## src/rtl/lsu_pkg.sv

```systemverilog
// Shared encodings and lane-mask helper for the data-memory load/store unit.
package lsu_pkg;

   localparam logic [1:0] SIZE_B   = 2'b00;
   localparam logic [1:0] SIZE_H   = 2'b01;
   localparam logic [1:0] SIZE_W   = 2'b10;
   localparam logic [1:0] SIZE_ILL = 2'b11;

   typedef enum logic [2:0] {IDLE, BEAT0, BEAT1, WAIT, RESP} state_e;

   // Byte lanes touched by an access: [3:0] first beat, [7:4] second beat.
   // The upper nibble is non-zero exactly when the access crosses a word boundary.
   function automatic logic [7:0] lane_mask(logic [1:0] off, logic [1:0] size);
      logic [3:0] base;
      case (size)
         SIZE_B:  base = 4'b0001;
         SIZE_H:  base = 4'b0011;
         SIZE_W:  base = 4'b1111;
         default: base = 4'b0000;
      endcase
      return {4'b0000, base} << off;
   endfunction

endpackage

```

## src/rtl/data_mem_lsu_if.sv

```systemverilog
// Request/response and RAM-side signal bundle for the load/store unit.
interface data_mem_lsu_if #(
   parameter int unsigned ADDR_W = 32
) ();

   logic              req_valid;
   logic              req_ready;
   logic [ADDR_W-1:0] req_addr;
   logic [31:0]       req_wdata;
   logic              req_rw;
   logic [1:0]        req_size;
   logic              req_sign;

   logic              rsp_valid;
   logic [31:0]       rsp_rdata;
   logic              rsp_err;

   logic              mem_en;
   logic              mem_we;
   logic [3:0]        mem_be;
   logic [ADDR_W-3:0] mem_addr;
   logic [31:0]       mem_wdata;
   logic [31:0]       mem_rdata;

   // The LSU itself
   modport slave (
      input  req_valid, req_addr, req_wdata, req_rw, req_size, req_sign, mem_rdata,
      output req_ready, rsp_valid, rsp_rdata, rsp_err,
      output mem_en, mem_we, mem_be, mem_addr, mem_wdata
   );

   // Requester plus RAM, as seen from outside the LSU
   modport master (
      output req_valid, req_addr, req_wdata, req_rw, req_size, req_sign, mem_rdata,
      input  req_ready, rsp_valid, rsp_rdata, rsp_err,
      input  mem_en, mem_we, mem_be, mem_addr, mem_wdata
   );

endinterface

```

## src/rtl/lsu_load_extract.sv

```systemverilog
// Combinational load formatter: picks the addressed bytes out of up to two RAM
// beats and sign/zero extends them to 32 bits.
module lsu_load_extract
   import lsu_pkg::*;
(
   input  logic [31:0] beat0_i,
   input  logic [31:0] beat1_i,
   input  logic [1:0]  off_i,
   input  logic [1:0]  size_i,
   input  logic        sign_i,
   output logic [31:0] data_o
);

   logic [63:0] both;
   logic [31:0] win;

   // Concatenate beats so a word-crossing access becomes a simple byte-shifted window.
   always_comb begin
      both = {beat1_i, beat0_i};
      win  = both[{off_i, 3'b000} +: 32];
      case (size_i)
         SIZE_B:  data_o = {{24{sign_i & win[7]}}, win[7:0]};
         SIZE_H:  data_o = {{16{sign_i & win[15]}}, win[15:0]};
         default: data_o = win;
      endcase
   end

endmodule

```

## src/rtl/data_mem_lsu.sv

```systemverilog
// Load/store unit in front of a word-wide synchronous data RAM. Handles byte-lane
// steering, load extension and splitting of word-crossing accesses into two beats.
module data_mem_lsu
   import lsu_pkg::*;
#(
   parameter int unsigned ADDR_W = 32,
   parameter int unsigned DATA_W = 32
) (
   input  logic           clock,
   input  logic           reset,
   data_mem_lsu_if.slave  bus
);

   localparam int unsigned WA_W = ADDR_W - 2;

   state_e            state_q, state_d;
   logic [ADDR_W-1:0] addr_q, addr_d;
   logic [DATA_W-1:0] wdata_q, wdata_d;
   logic              rw_q, rw_d;
   logic [1:0]        size_q, size_d;
   logic              sign_q, sign_d;
   logic [DATA_W-1:0] beat0_q, beat0_d;

   logic              mem_en_q, mem_en_d;
   logic              mem_we_q, mem_we_d;
   logic [3:0]        mem_be_q, mem_be_d;
   logic [WA_W-1:0]   mem_addr_q, mem_addr_d;
   logic [DATA_W-1:0] mem_wdata_q, mem_wdata_d;
   logic              rsp_valid_q, rsp_valid_d;
   logic              rsp_err_q, rsp_err_d;
   logic [DATA_W-1:0] rsp_rdata_q, rsp_rdata_d;

   logic [7:0]        req_mask;
   logic [7:0]        lat_mask;
   logic              split;
   logic [DATA_W-1:0] ext_beat0;
   logic [DATA_W-1:0] load_data;

   // Byte k of the store data lands on lane (off + k) mod 4: a left byte-rotation.
   function automatic logic [31:0] steer(logic [31:0] w, logic [1:0] off);
      logic [31:0] r;
      unique case (off)
         2'd0: r = w;
         2'd1: r = {w[23:0], w[31:24]};
         2'd2: r = {w[15:0], w[31:16]};
         2'd3: r = {w[7:0],  w[31:8]};
      endcase
      return r;
   endfunction

   assign req_mask  = lane_mask(bus.req_addr[1:0], bus.req_size);
   assign lat_mask  = lane_mask(addr_q[1:0], size_q);
   assign split     = |lat_mask[7:4];
   // Single-beat loads complete from the live RAM output; split loads use the held first beat.
   assign ext_beat0 = split ? beat0_q : bus.mem_rdata;

   lsu_load_extract u_extract (
      .beat0_i (ext_beat0),
      .beat1_i (bus.mem_rdata),
      .off_i   (addr_q[1:0]),
      .size_i  (size_q),
      .sign_i  (sign_q),
      .data_o  (load_data)
   );

   // Next-state and registered-output computation for the whole access sequence.
   always_comb begin
      state_d     = state_q;
      addr_d      = addr_q;
      wdata_d     = wdata_q;
      rw_d        = rw_q;
      size_d      = size_q;
      sign_d      = sign_q;
      beat0_d     = beat0_q;
      mem_en_d    = 1'b0;
      mem_we_d    = 1'b0;
      mem_be_d    = mem_be_q;
      mem_addr_d  = mem_addr_q;
      mem_wdata_d = mem_wdata_q;
      rsp_valid_d = 1'b0;
      rsp_err_d   = 1'b0;
      rsp_rdata_d = rsp_rdata_q;
      case (state_q)
         IDLE: begin
            if (bus.req_valid) begin
               addr_d  = bus.req_addr;
               wdata_d = bus.req_wdata;
               rw_d    = bus.req_rw;
               size_d  = bus.req_size;
               sign_d  = bus.req_sign;
               if (bus.req_size == SIZE_ILL) begin
                  state_d     = RESP;
                  rsp_valid_d = 1'b1;
                  rsp_err_d   = 1'b1;
                  rsp_rdata_d = '0;
               end else begin
                  // First beat is issued straight from the request so it appears the next cycle.
                  state_d     = BEAT0;
                  mem_en_d    = 1'b1;
                  mem_we_d    = bus.req_rw;
                  mem_addr_d  = bus.req_addr[ADDR_W-1:2];
                  mem_be_d    = req_mask[3:0];
                  mem_wdata_d = steer(bus.req_wdata, bus.req_addr[1:0]);
               end
            end
         end
         BEAT0: begin
            if (split) begin
               state_d     = BEAT1;
               mem_en_d    = 1'b1;
               mem_we_d    = rw_q;
               mem_addr_d  = addr_q[ADDR_W-1:2] + WA_W'(1);
               mem_be_d    = lat_mask[7:4];
               mem_wdata_d = steer(wdata_q, addr_q[1:0]);
            end else begin
               state_d = WAIT;
            end
         end
         BEAT1: begin
            beat0_d = bus.mem_rdata;
            state_d = WAIT;
         end
         WAIT: begin
            rsp_valid_d = 1'b1;
            rsp_rdata_d = rw_q ? '0 : load_data;
            state_d     = RESP;
         end
         RESP:    state_d = IDLE;
         default: state_d = IDLE;
      endcase
   end

   // State and output registers; reset clears everything immediately.
   always_ff @(posedge clock or posedge reset) begin
      if (reset) begin
         state_q     <= IDLE;
         addr_q      <= '0;
         wdata_q     <= '0;
         rw_q        <= 1'b0;
         size_q      <= SIZE_B;
         sign_q      <= 1'b0;
         beat0_q     <= '0;
         mem_en_q    <= 1'b0;
         mem_we_q    <= 1'b0;
         mem_be_q    <= '0;
         mem_addr_q  <= '0;
         mem_wdata_q <= '0;
         rsp_valid_q <= 1'b0;
         rsp_err_q   <= 1'b0;
         rsp_rdata_q <= '0;
      end else begin
         state_q     <= state_d;
         addr_q      <= addr_d;
         wdata_q     <= wdata_d;
         rw_q        <= rw_d;
         size_q      <= size_d;
         sign_q      <= sign_d;
         beat0_q     <= beat0_d;
         mem_en_q    <= mem_en_d;
         mem_we_q    <= mem_we_d;
         mem_be_q    <= mem_be_d;
         mem_addr_q  <= mem_addr_d;
         mem_wdata_q <= mem_wdata_d;
         rsp_valid_q <= rsp_valid_d;
         rsp_err_q   <= rsp_err_d;
         rsp_rdata_q <= rsp_rdata_d;
      end
   end

   assign bus.req_ready = (state_q == IDLE);
   assign bus.rsp_valid = rsp_valid_q;
   assign bus.rsp_err   = rsp_err_q;
   assign bus.rsp_rdata = rsp_rdata_q;
   assign bus.mem_en    = mem_en_q;
   assign bus.mem_we    = mem_we_q;
   assign bus.mem_be    = mem_be_q;
   assign bus.mem_addr  = mem_addr_q;
   assign bus.mem_wdata = mem_wdata_q;

endmodule
```

## src/flat_wrapper.sv

```systemverilog
// flat-port wrapper written by rule: the top's interface ports become plain ports
module data_mem_lsu_flat import lsu_pkg::*;
#(
   parameter int unsigned ADDR_W = 32,
   parameter int unsigned DATA_W = 32
)
  (clock, reset, bus_req_valid, bus_req_addr, bus_req_wdata, bus_req_rw, bus_req_size, bus_req_sign, bus_mem_rdata, bus_req_ready, bus_rsp_valid, bus_rsp_rdata, bus_rsp_err, bus_mem_en, bus_mem_we, bus_mem_be, bus_mem_addr, bus_mem_wdata);
  data_mem_lsu_if #(.ADDR_W(ADDR_W)) bus_i ();
  input  logic clock;
  input  logic reset;
  input wire logic [$bits(bus_i.req_valid)-1:0] bus_req_valid;
  input wire logic [$bits(bus_i.req_addr)-1:0] bus_req_addr;
  input wire logic [$bits(bus_i.req_wdata)-1:0] bus_req_wdata;
  input wire logic [$bits(bus_i.req_rw)-1:0] bus_req_rw;
  input wire logic [$bits(bus_i.req_size)-1:0] bus_req_size;
  input wire logic [$bits(bus_i.req_sign)-1:0] bus_req_sign;
  input wire logic [$bits(bus_i.mem_rdata)-1:0] bus_mem_rdata;
  output wire logic [$bits(bus_i.req_ready)-1:0] bus_req_ready;
  output wire logic [$bits(bus_i.rsp_valid)-1:0] bus_rsp_valid;
  output wire logic [$bits(bus_i.rsp_rdata)-1:0] bus_rsp_rdata;
  output wire logic [$bits(bus_i.rsp_err)-1:0] bus_rsp_err;
  output wire logic [$bits(bus_i.mem_en)-1:0] bus_mem_en;
  output wire logic [$bits(bus_i.mem_we)-1:0] bus_mem_we;
  output wire logic [$bits(bus_i.mem_be)-1:0] bus_mem_be;
  output wire logic [$bits(bus_i.mem_addr)-1:0] bus_mem_addr;
  output wire logic [$bits(bus_i.mem_wdata)-1:0] bus_mem_wdata;
  assign bus_i.req_valid = bus_req_valid;
  assign bus_i.req_addr = bus_req_addr;
  assign bus_i.req_wdata = bus_req_wdata;
  assign bus_i.req_rw = bus_req_rw;
  assign bus_i.req_size = bus_req_size;
  assign bus_i.req_sign = bus_req_sign;
  assign bus_i.mem_rdata = bus_mem_rdata;
  assign bus_req_ready = bus_i.req_ready;
  assign bus_rsp_valid = bus_i.rsp_valid;
  assign bus_rsp_rdata = bus_i.rsp_rdata;
  assign bus_rsp_err = bus_i.rsp_err;
  assign bus_mem_en = bus_i.mem_en;
  assign bus_mem_we = bus_i.mem_we;
  assign bus_mem_be = bus_i.mem_be;
  assign bus_mem_addr = bus_i.mem_addr;
  assign bus_mem_wdata = bus_i.mem_wdata;
  data_mem_lsu #(.ADDR_W(ADDR_W), .DATA_W(DATA_W)) u_core (.clock(clock), .reset(reset), .bus(bus_i));
endmodule
```

## config.mk

```make
export PLATFORM = sky130hd
export DESIGN_NAME = data_mem_lsu_flat
export DESIGN_NICKNAME = d
export VERILOG_FILES = /design/src/rtl/lsu_pkg.sv /design/src/rtl/data_mem_lsu_if.sv /design/src/rtl/lsu_load_extract.sv /design/src/rtl/data_mem_lsu.sv /design/src/flat_wrapper.sv
export SDC_FILE = /design/constraint.sdc
export NUM_CORES = 1
export LEC_CHECK = 0
export ABC_AREA = 1
export CAP_MARGIN = 20
export CORE_ASPECT_RATIO = 0.9
export CORE_MARGIN = 10
export CORE_UTILIZATION = 54
export DETAILED_ROUTE_END_ITERATION = 12
export GPL_TIMING_DRIVEN = 0
export PLACE_DENSITY_LB_ADDON = 0.12
export REMOVE_ABC_BUFFERS = 1
export SLEW_MARGIN = 20
export SYNTH_ARGS = -nofsm -noshare
export SYNTH_HDL_FRONTEND = slang
export SYNTH_SLANG_ARGS = --single-unit
```

## constraint.sdc

```tcl
create_clock -name clock -period 9.06 [get_ports clock]
set_input_delay 1.812 -clock clock [delete_from_list [all_inputs] [get_ports clock]]
set_output_delay 1.812 -clock clock [all_outputs]
set_load 0.02 [all_outputs]
```

* Word-level counts from Yosys, hierarchy flattened
Index checks and enable logic that the tools add are counted.
** Word-level totals
- Flip-flop bits (word level) :: 205
- Latch bits :: 0
- RAM bits :: 0
- Bits in read-only memories :: 0
- Input bits :: 103
- Output and inout bits :: 103
- Word-level logic and storage cells :: 88
- Memories :: 0
** Operators by class
- $add $sub $neg :: 1
- $mul :: 0
- Divide/modulo/power cells :: 0
- $lt $le $gt $ge :: 0
- Equal/unequal tests :: 18
- Shift operators :: 3
- Mux-type cells :: 38
- Bitwise gates (word level) :: 2
- Reductions and logical operators :: 11
** Operators with widths (number)
- one-hot mux 32 bit (4 select lines) :: 2
- two-way mux 32 bit :: 7
- one-hot mux 32 bit (2 select lines) :: 3
- two-way mux 30 bit :: 3
- indexed part select 64 x 6 -> 32 bit :: 1
- one-hot mux 30 bit (2 select lines) :: 1
- adder 30 x 1 -> 30 bit (second input constant) :: 1
- one-hot mux 4 bit (3 select lines) :: 2
- == test 2 bit (second input constant) :: 7
- two-way mux 4 bit :: 3
- one-hot mux 3 bit (4 select lines) :: 1
- two-way mux 1 bit :: 10
- == test 2 x 1 -> 1 bit (second input constant) :: 4
- logical NOT 2 bit :: 4
- one-hot mux 4 bit (2 select lines) :: 1
- << shifter 4 x 2 -> 8 bit :: 1
- == test 3 x 2 -> 1 bit (second input constant) :: 2
- two-way mux 3 bit :: 2
- one-hot mux 1 bit (2 select lines) :: 3
- != test 2 x 1 -> 1 bit (second input constant) :: 2
- != test 2 bit (second input constant) :: 2
- AND reduction 4 bit :: 1
- nonzero test 2 bit :: 2
- OR reduction 4 bit :: 1
- 6 further kinds :: 7

* Logic depth before layout (Yosys ltp)
Gate-level depths: netlist of the first run.
- Depth in word-level cells :: 10
- Mapped depth :: 17

* Hierarchy
Synthesis of the first run repeated with hierarchy kept, for this count alone.
** Second synthesis, totals
- Cells, all modules :: 1914
- Area total of the unflattened synthesis :: 12826.1 um^2
** Modules (own cells, without submodules)
- data_mem_lsu :: times used 1, cells an instance 1674, area each 11619.9 um^2
- lsu_load_extract :: times used 1, cells an instance 240, area each 1206.2 um^2

* Worst setup path before layout of the first run
OpenSTA, ideal clock, no wires.
- Path type :: input port to flip-flop
- Start :: in bus_req_addr[0]
- End :: reg u_core.mem_wdata_q[23], in the netlist u_core.bus.mem_wdata[23]
- Library setup time :: 0.065 ns
- Arrival time :: 3.044 ns
- Required time :: 8.995 ns
- Path slack :: 5.951 ns
- Cell stages on the path :: 9
- Buffers on the path :: 2
- Path through :: clkbuf_2 nor2_1 clkinv_1 buf_2 o22ai_1 o221ai_1 o21ai_0 nand2_1 nand2_1
** Between the ends
- Cells in the longest elaborated chain, start to end :: 5
- Elaborated cells on any way between the ends :: 8
** Ends and longest elaborated chain
- start, declared :: line flat_wrapper.sv:12 : input wire logic [$bits(bus_i.req_addr)-1:0] bus_req_addr;
- == test 2 bit (tied with other cells) :: line data_mem_lsu.sv:42 : unique case (off)
- one-hot mux 32 bit (4 select lines) (*) :: line data_mem_lsu.sv:42
- two-way mux 32 bit (*) :: line data_mem_lsu.sv:91 : if (bus.req_size == SIZE_ILL) begin
- two-way mux 32 bit (*) :: line data_mem_lsu.sv:85 : if (bus.req_valid) begin
- one-hot mux 32 bit (2 select lines) (*) :: line data_mem_lsu.sv:83 : case (state_q)
- end signal, assigned :: line data_mem_lsu.sv:163 : mem_wdata_q <= mem_wdata_d;
- end, declared :: line data_mem_lsu.sv:28 : logic [DATA_W-1:0] mem_wdata_q, mem_wdata_d;
Mark *: on every way between the ends. The rest lies on a longest branch, timed or not. The select of a mux whose other input is x is not followed.
A chain may end at the register's enable or synchronous reset.

* Worst setup path after layout of the first run
- Start :: reg u_core.addr_q[0]
- End :: reg u_core.mem_addr_q[15], in the netlist u_core.bus.mem_addr[15]
** Between the ends
- Cells in the longest elaborated chain, start to end :: 4
** Ends and longest elaborated chain
- start, declared :: line data_mem_lsu.sv:17 : logic [ADDR_W-1:0] addr_q, addr_d;
- start signal, assigned :: line data_mem_lsu.sv:153 : addr_q <= addr_d;
- << shifter 4 x 2 -> 8 bit :: line lsu_pkg.sv:21 : return {4'b0000, base} << off;
- OR reduction 4 bit :: line data_mem_lsu.sv:53 : assign split = |lat_mask[7:4];
- != test 2 x 1 -> 1 bit (no source line)
- AND reduction 4 bit (no source line)
- end signal, assigned :: line data_mem_lsu.sv:162 : mem_addr_q <= mem_addr_d;
- end, declared :: line data_mem_lsu.sv:27 : logic [WA_W-1:0] mem_addr_q, mem_addr_d;
Every way passes these cells.

==> flow_summary.ini, run 1 <==
[clocking]
postCtsHoldBufs = 0
htreeDepth = 4
ctsResizeCount = 0
cts_tree = yes
cts_setup_buffers = 0
clockRootBuffer = clkbuf_16
clkLatencyLatePin_ps = 450
cts_buffer_depth = 2
numCtsBuffers = 17
cts.reportedPaths.clkPinSlew_ps = 80
clkSinkCount = 197

[floorplan]
die-area_mm2 = 0.0277
coreArea_mm2 = 0.0210
die_y_um = 159
ioPinCount = 206
initial_core_util = 0.553
dieWidth_um = 174
num_rows = 50

[global_routing]
grt_overflow_total = 0
grt_start_max_net_pins = 76
grt_pass1_vias = 11609
antenna_found_initial = 1
grt_pass1_wl_mm = 61.7
gr-usage-all-layers = 0.270

[synth]
ys_ff_latch = 197
synth_mux_area_frac = 0
synth_area_mm2 = 0.0116
synthSimpleGateAreaFrac = 0.279
synth_top_family_by_area = simple AND/OR/NAND/NOR gates
yosys_warnings = 0
synth-xor-area-share = 0.00756
synthAdderAreaFrac = 0.00756
syn_inst = 1624
synth_compound_area_frac = 0.188
syn_area_per_cell_um2 = 7.13
synth.distinct_cells = 42
seq_area_frac_synth = 0.425

[place]
place_inst = 2023
dp_hpwl_mm = 25.7
postPlaceCellArea_mm2 = 0.0138
place.gp.congestion = 0.943
portBuffers = 205

[timing]
fin_worst_skew_ps = 16.7
period_needed_ps = 5500
rsz0062_at_grt = no
maxSlewViolCount = 0
setup_viol_count_final = 0
max_slew_margin = 0.224
max_freq_mhz = 182
hold_viol = 0
period_share = 0.607
tightest_slew_ps = 1160
totalNegativeSetupSlack_ps = 0

[routing]
dr.pass1.iters = 6
ant_nets = 0
routed_via_density = 5.91
first_iter_violations = 1539
vias = 12151
post-route-drc-count = 0
wirelength_mm = 38.3
wl_per_cell_um = 18.6

[power]
p_leak_nw = 6.78
p_sw_mw = 2.55
p_comb_frac = 0.541
p_seq_frac = 0.309
pwr-share-clk = 0.150
switching_share = 0.484
intPower_mw = 2.72
power.density_mw_per_mm2 = 366
ir_worst_vdd_mv = 0.206

[critical_path]
cp.required_ps = 9450
cp.arrival_ps = 5880
crit_path_end_kind = flop
worst_setup_path_start_kind = flop
critPathKind = reg2reg
crit_path_max_fanout = 71

[finish]
final_cells = 2055
final_design_area_no_fill_mm2 = 0.0144
n_antenna_cell = 0
area_growth_pct = 24.3
drive_above_1_share = 0.0418
nets = 1866

[worst_hold_path]
hp-class = reg2reg

[run_status]
status = finished clean

[run]
max_cap_viol_count = 0
## final cells by class
class	instances	area (µm²)
Tap cell	286	358
Clock inverter	14	158
Multi-Input combinational cell	1156	5630
Sequential cell	197	4930
Inverter	171	653
Timing Repair Buffer	213	2230
Fill cell	1817	6550
Clock buffer	18	439
## metrics by stage
step | worst slack [ps] | hold WS, ps | util | power, mW
2_1_floorplan | 1880 | 453 | - | 3.30
3_3_place_gp | -898 | 463 | 0.647 | 4.32
3_5_place_dp | 3710 | 464 | 0.659 | 4.45
4_1_cts | 3700 | 485 | 0.687 | 5.25
5_1_grt | 3160 | 501 | 0.687 | 5.66
6_report | 3560 | 480 | 0.687 | 5.27
## registers in the layout (all words and copies together) (netlist names)
signal and cells:
u_core.bus.mem_addr 30, u_core.beat0_q 24, u_core.sign_q 1, u_core.bus.rsp_valid 1, u_core.size_q 2, u_core.bus.mem_en 1
u_core.bus.rsp_err 1, u_core.bus.mem_wdata 32, u_core.rw_q 1, u_core.state_q 3, u_core.addr_q 32, u_core.wdata_q 32
u_core.bus.mem_we 1, u_core.bus.mem_be 4, u_core.bus.rsp_rdata 32
## power by group through the flow
stage | combinational (mW) | sequential (mW) | clock [mW]
after floorplan | 1.52 | 1.78 | 0
after global placement | 2.71 | 1.61 | 0
after detailed placement | 2.82 | 1.63 | 0
after CTS | 2.84 | 1.62 | 0.792
after global routing | 3.16 | 1.68 | 0.823
final | 2.85 | 1.63 | 0.791
## synthesized netlist by cell type
cell / instances / share of area
nor3_1: 9 / 0.0039
xnor2_1: 1 / 0.00076
o21ai_0: 168 / 0.073
dfrtp_1: 197 / 0.43
or3_1: 1 / 0.00054
ha_1: 7 / 0.0076
o221ai_1: 24 / 0.018
a22oi_1: 16 / 0.010
o211ai_1: 6 / 0.0039
o2111ai_1: 5 / 0.0038
nand2_8: 1 / 0.0017
buf_2: 20 / 0.0086
nand2_4: 2 / 0.0019
buf_6: 2 / 0.0019
a21oi_1: 63 / 0.027
clkinv_1: 3 / 0.00097
o311ai_0: 1 / 0.00076
nand3_4: 3 / 0.0045
buf_4: 3 / 0.0019
nand4_1: 25 / 0.013
o22ai_1: 37 / 0.020
a211oi_1: 1 / 0.00065
xor2_1: 9 / 0.0068
nand3b_1: 1 / 0.00065
or2_2: 6 / 0.0032
o21ai_1: 1 / 0.00043
clkbuf_2: 1 / 0.00043
buf_1: 11 / 0.0036
inv_2: 5 / 0.0016
a31oi_1: 12 / 0.0065
clkbuf_1: 63 / 0.020
nand3_1: 103 / 0.044
nor2_1: 97 / 0.031
inv_1: 163 / 0.053
o31ai_1: 1 / 0.00065
nand2_2: 2 / 0.0011
nor2_4: 1 / 0.00097
nor4_1: 4 / 0.0022
nand3_2: 1 / 0.00086
nor2_2: 1 / 0.00054
a221oi_1: 31 / 0.023
nand2_1: 516 / 0.17
## logic make-up (layout without fill, tap and decap cells)
family,count (synthesis),in the layout
fa+ha+maj,7,7
flops,197,197
simple gates,773,773
buf+inv,271,416
compound gates,366,366
xor+xnor,10,10
## final timing paths
check                                          from  slack [ps]                  endpoint  cells after the start
min reg2reg                u_core.bus.mem_wdata[12]         480  u_core.bus.mem_wdata[12]                      2
min in group asynchronous                     reset        1800        u_core.beat0_q[21]                      2
max                                u_core.addr_q[0]        3560   u_core.bus.mem_addr[15]                     10
max in group asynchronous                     reset        6540         u_core.wdata_q[5]                      3
max reg2reg                        u_core.addr_q[0]        3560   u_core.bus.mem_addr[15]                     10
min                        u_core.bus.mem_wdata[12]         480  u_core.bus.mem_wdata[12]                      2
## metal layers
metal | track usage | wire [µm] | part of all wire | vias up
met5 | 0 | 15 | 0.00039 | -
met4 | 0.0746 | 860 | 0.022 | 2
met3 | 0.0815 | 4370 | 0.11 | 73
met2 | 0.419 | 17100 | 0.45 | 687
met1 | 0.359 | 15900 | 0.41 | 5710
li1 | - | - | - | 5679
## worst max-delay path, cell delays in order (launching register included)
cell	delay, ps
dfrtp_1	1120
inv_2	530
nor2_4	960
nand2_2	540
nand3_4	550
nand2_1	190
nand2_4	590
inv_4	470
a21oi_1	220
o21ai_0	130
nand2_1	90
## cells in the final DEF (no fill, tap or decap), types with 17 or more instances in the layout
cell             instances
a21oi_1                 63
a221oi_1                31
clkbuf_16               17
clkdlybuf4s50_1        205
dfrtp_1                196
inv_1                  161
nand2_1                513
nand3_1                102
nand4_1                 25
nor2_1                  93
o21ai_0                168
o221ai_1                24
o22ai_1                 37
No activity file was read; power rests on OpenSTA's default activity.
==> run 2, diff against run 1 <==
CORE_UTILIZATION = 48   (was 54)
clock period = 4.9 ns   (was 9.06 ns; I/O delays follow)
==> run 2 against run 1 <==
Non-clock buffer count up 1; sequential share of layout area shrank 0.11 points; utilization down 7.3 points; worst hold slack better by 6.1 ps; sequential power increased by 85%; clock skew about the same; total power grew 86%; flip-flop and latch count stayed put; cell area rose by 0.36%; critical endpoint is now u_core.bus.mem_addr[17]; largest cell class unchanged; largest power group unchanged.
==> flow_summary.ini, run 2 (same netlist as run 1, synthesis figures left out) <==
[critical_path]
worst_setup_path_start_kind = flop
crit_path_end_kind = flop
critPathKind = reg2reg
cp.required_ps = 5290
cp.arrival_ps = 4970
crit_path_max_fanout = 71

[clocking]
cts_buffer_depth = 2
clkLatencyLatePin_ps = 450
htreeDepth = 4
clockRootBuffer = clkbuf_16
cts_tree = yes
numCtsBuffers = 17
clkSinkCount = 197
cts.reportedPaths.clkPinSlew_ps = 80

[finish]
nets = 1868
n_antenna_cell = 0
final_cell_mix = nand2_1 (514), clkdlybuf4s50_1 (205), dfrtp_1 (195)
area_growth_pct = 24.8
drive_above_1_share = 0.0412
final_common_cell = nand2_1
nFillCells = 2172

[timing]
fin_worst_skew_ps = 16.9
max_slew_margin = 0.227
setup_ws_ps = 315
maxSlewViolCount = 0
max_freq_mhz = 218
setup_viol_count_final = 0
tightest_slew_ps = 1160
period_share = 0.936
rsz0062_at_grt = no
period_needed_ps = 4590
hold_viol = 0

[global_routing]
grt_overflow_total = 0
grt_start_max_net_pins = 82
grt_pass1_wl_mm = 62.7
antenna_found_initial = 2
grt_pass1_vias = 11513
gr-usage-all-layers = 0.254

[place]
portBuffers = 205
place.gp.congestion = 0.946
pre_cts_slack_ps = -512
dp_hpwl_mm = 26.8

[run]
max_cap_viol_count = 0

[floorplan]
num_rows = 53
initial_core_util = 0.492
coreArea_mm2 = 0.0235
ioPinCount = 206
dieWidth_um = 184
die_y_um = 167
die-area_mm2 = 0.0308

[routing]
first_iter_violations = 1155
ant_nets = 0
post-route-drc-count = 0
wl_per_cell_um = 19.0
wirelength_mm = 39.4
vias = 11961
dr.pass1.iters = 6
routed_via_density = 5.77

[run_status]
status = finished clean

[worst_hold_path]
hp-class = reg2reg

[power]
ir_worst_vdd_mv = 0.358
p_leak_nw = 6.80
total_power_mw = 9.80
power.density_mw_per_mm2 = 678
run 2: stage by stage:
stage	TNS [ps]	hold WS (ps)	instances	instance area, µm²	util
finish	0	486	2073	14500	0.614
global route	0	503	2073	14500	0.614
CTS	0	487	2073	14500	0.614
detailed placement	-23610	466	2040	13900	0.589
global placement	-1080610	463	2031	13600	0.577
floorplan	-285460	453	1524	11200	-
run 2: power by group:
| part | internal (mW) | switching [mW] | total [mW] |
|---|---|---|---|
| registers | 2.38 | 0.637 | 3.01 |
| logic | 1.93 | 3.41 | 5.34 |
| clock network | 0.691 | 0.750 | 1.44 |
run 2: worst paths after layout:
check,from,endpoint,slack [ps],cells past startpoint
setup / recovery,u_core.addr_q[0],u_core.bus.mem_addr[17],310,10
hold / removal,u_core.bus.mem_wdata[1],u_core.bus.mem_wdata[1],490,2
setup reg to reg,u_core.addr_q[0],u_core.bus.mem_addr[17],310,10
hold reg to reg,u_core.bus.mem_wdata[1],u_core.bus.mem_wdata[1],490,2
max in group asynchronous,reset,u_core.bus.mem_wdata[19],3240,3
min in group asynchronous,reset,u_core.beat0_q[29],910,2
run 2: cell type report:
type | instances | area (µm²) | area share
clock buffer | 18 | 429 | 0.0297
clock inverter | 14 | 164 | 0.0113
inverter | 171 | 653 | 0.0452
multi-input combinational | 1157 | 5630 | 0.390
sequential | 197 | 4930 | 0.341
tap | 302 | 378 | 0.0261
timing repair buffer | 214 | 2270 | 0.157
run 2: what timing repair did:
item,4_1_cts,5_1_grt
endpoints found under the setup margin,55,0
hold buffers,0,0
setup buffers,0,0
hold endpoints to repair,0,0
gates resized for setup,1,0
run 2: per-layer routing:
layer	global-route usage	vias to the layer above	part of all wire
met1	0.341	5634	0.43
met3	0.0727	60	0.10
met5	0	-	0.00069
li1	-	5672	-
met2	0.391	591	0.45
met4	0.0730	4	0.020
run 2: critical path, stage by stage, from the launching register on:
cell,delay (ps)
dfrtp_2,800
inv_2,430
nor2_4,590
nand2_2,460
nand3_4,520
nand2_1,210
nand2_4,600
inv_4,470
a21oi_1,230
o21ai_0,110
nand2_1,60
==> run 3, diff against run 2 <==
CORE_UTILIZATION = 54   (was 48)
SETUP_SLACK_MARGIN = 0.02   (was unset)
clock period = 5 ns   (was 4.9 ns; I/O delays follow)
==> run 3 against run 2 <==
Combinational power is 3% lower; cell area fell by 0.30%; maximum frequency is 0.31% lower; sequential power is 2% lower; global-route usage grew 1.7 points; via count grew 1.5%; utilization increased by 7.4 points; die area is 9.9% lower; worst hold slack worse by 6.7 ps; largest cell class unchanged.
==> flow_summary.ini, run 3 (same netlist as run 1, synthesis figures left out) <==
[run_status]
status = finished clean

[global_routing]
gr-usage-all-layers = 0.272
grt_overflow_total = 0
grt_pass1_wl_mm = 61.9
grt_pass1_vias = 11617
antenna_found_initial = 1
grt_start_max_net_pins = 76

[clocking]
clkSinkCount = 197
cts_buffer_depth = 2
clkLatencyLatePin_ps = 450
postCtsHoldBufs = 0
clockRootBuffer = clkbuf_16
cts_tree = yes
cts.reportedPaths.clkPinSlew_ps = 80
numCtsBuffers = 17
htreeDepth = 4

[routing]
first_iter_violations = 1414
wl_per_cell_um = 18.7
post-route-drc-count = 0
wirelength_mm = 38.5
routed_via_density = 5.91
ant_nets = 0
vias = 12146
dr.pass1.iters = 6

[floorplan]
die_y_um = 159
num_rows = 50
ioPinCount = 206
initial_core_util = 0.553
dieWidth_um = 174
die-area_mm2 = 0.0277
coreArea_mm2 = 0.0210

[timing]
period_share = 0.920
period_needed_ps = 4600
totalNegativeSetupSlack_ps = 0
maxSlewViolCount = 0
setup_ws_ps = 401
max_slew_margin = 0.267
tightest_slew_ps = 1100
fin_worst_skew_ps = 16.4
hold_slack_ps = 479
hold_viol = 0
setup_viol_count_final = 0
max_freq_mhz = 217
rsz0062_at_grt = no

[power]
switching_share = 0.485
p_comb_frac = 0.541
p_leak_nw = 6.78
p_sw_mw = 4.64
ir_worst_vdd_mv = 0.373
total_power_mw = 9.56
intPower_mw = 4.93
power.density_mw_per_mm2 = 664
pwr-share-clk = 0.150
p_seq_frac = 0.309

[run]
max_cap_viol_count = 0

[critical_path]
worst_setup_path_start_kind = flop
crit_path_start = u_core.addr_q[0]
critPathKind = reg2reg
reg2reg_slack_ps = 400
critPathBufInv = 2
crit_path_max_fanout = 71
cp.required_ps = 5380
max_stage_delay_ps = 790
worst_path_max_delay_cell = dfrtp_2
timing.rr.start = u_core.addr_q[0]
cp.arrival_ps = 4980
critical_path.top_delay_family = simple AND/OR/NAND/NOR gates
crit_chain = inv_2 > nor2_4 > nand2_2 > nand3_4 > nand2_1 > nand2_4 > inv_4 > a21oi_1 > o21ai_0 > nand2_1
r2r-end = u_core.bus.mem_addr[15]
reg2regPathDepth = 10
cp_common_cell = nand2_1
cp_num_cells = 10
critPathCapture = u_core.bus.mem_addr[15]
crit_path_end_kind = flop

[place]
pre_cts_slack_ps = -349
postPlaceCellArea_mm2 = 0.0138
place.gp.congestion = 0.943
place_inst = 2023
portBuffers = 205
dp_hpwl_mm = 25.7

[finish]
nFillCells = 1816
final_design_area_no_fill_mm2 = 0.0144
n_antenna_cell = 0
nets = 1867
multiInputGateArea_mm2 = 0.00564
area_growth_pct = 24.4
final_common_cell = nand2_1
regArea_mm2 = 0.00493
fin_util = 0.688
final_cell_mix = nand2_1 (513), clkdlybuf4s50_1 (205), dfrtp_1 (195)
final_cells = 2056
drive_above_1_share = 0.0429

[worst_hold_path]
hp-class = reg2reg
## run 3: power by group through the flow
stage	sequential, mW	clock [mW]	combinational (mW)
2_1_floorplan	3.23	0	2.76
3_3_place_gp	2.92	0	4.91
3_5_place_dp	2.95	0	5.10
4_1_cts	2.93	1.44	5.15
5_1_grt	3.04	1.49	5.73
6_report	2.96	1.43	5.18
## run 3: worst register-to-register path, stage by stage (launching register included)
cell and delay, ps:
dfrtp_2 790, inv_2 430, nor2_4 610, nand2_2 450, nand3_4 510, nand2_1 200, nand2_4 590, inv_4 500
a21oi_1 240, o21ai_0 130, nand2_1 90
## run 3: what timing repair did
| item | CTS | global route |
|---|---|---|
| setup buffers | 0 | 0 |
| endpoints found under the setup margin | 55 | 0 |
| resized for setup | 1 | 0 |
## run 3: how the worst min path moves through the flow
| stage | from | endpoint | cells after the start |
|---|---|---|---|
| after floorplan | u_core.beat0_q[16] | u_core.beat0_q[16] | 2 |
| after global placement | u_core.bus.mem_wdata[1] | u_core.bus.mem_wdata[1] | 2 |
| after detailed placement | u_core.bus.mem_wdata[15] | u_core.bus.mem_wdata[15] | 2 |
| after CTS | u_core.bus.mem_wdata[3] | u_core.bus.mem_wdata[3] | 2 |
| after global routing | u_core.bus.rsp_rdata[30] | u_core.bus.rsp_rdata[30] | 2 |
| final | u_core.bus.mem_wdata[3] | u_core.bus.mem_wdata[3] | 2 |
## run 3: area by class of cell
cell class | count | share of cell area
multi-input combinational | 1157 | 0.391
clock buffer | 18 | 0.0305
tap | 286 | 0.0248
timing repair buffer | 213 | 0.155
clock inverter | 14 | 0.0109
sequential | 197 | 0.342
inverter | 171 | 0.0453
## run 3: metal layers
layer  GRT usage  vias to the layer above  wire [µm]
li1            -                     5675          -
met1       0.363                     5699      16000
met2       0.419                      695      17200
met3      0.0831                       75       4400
met4      0.0730                        2        846
met5           0                        -         13
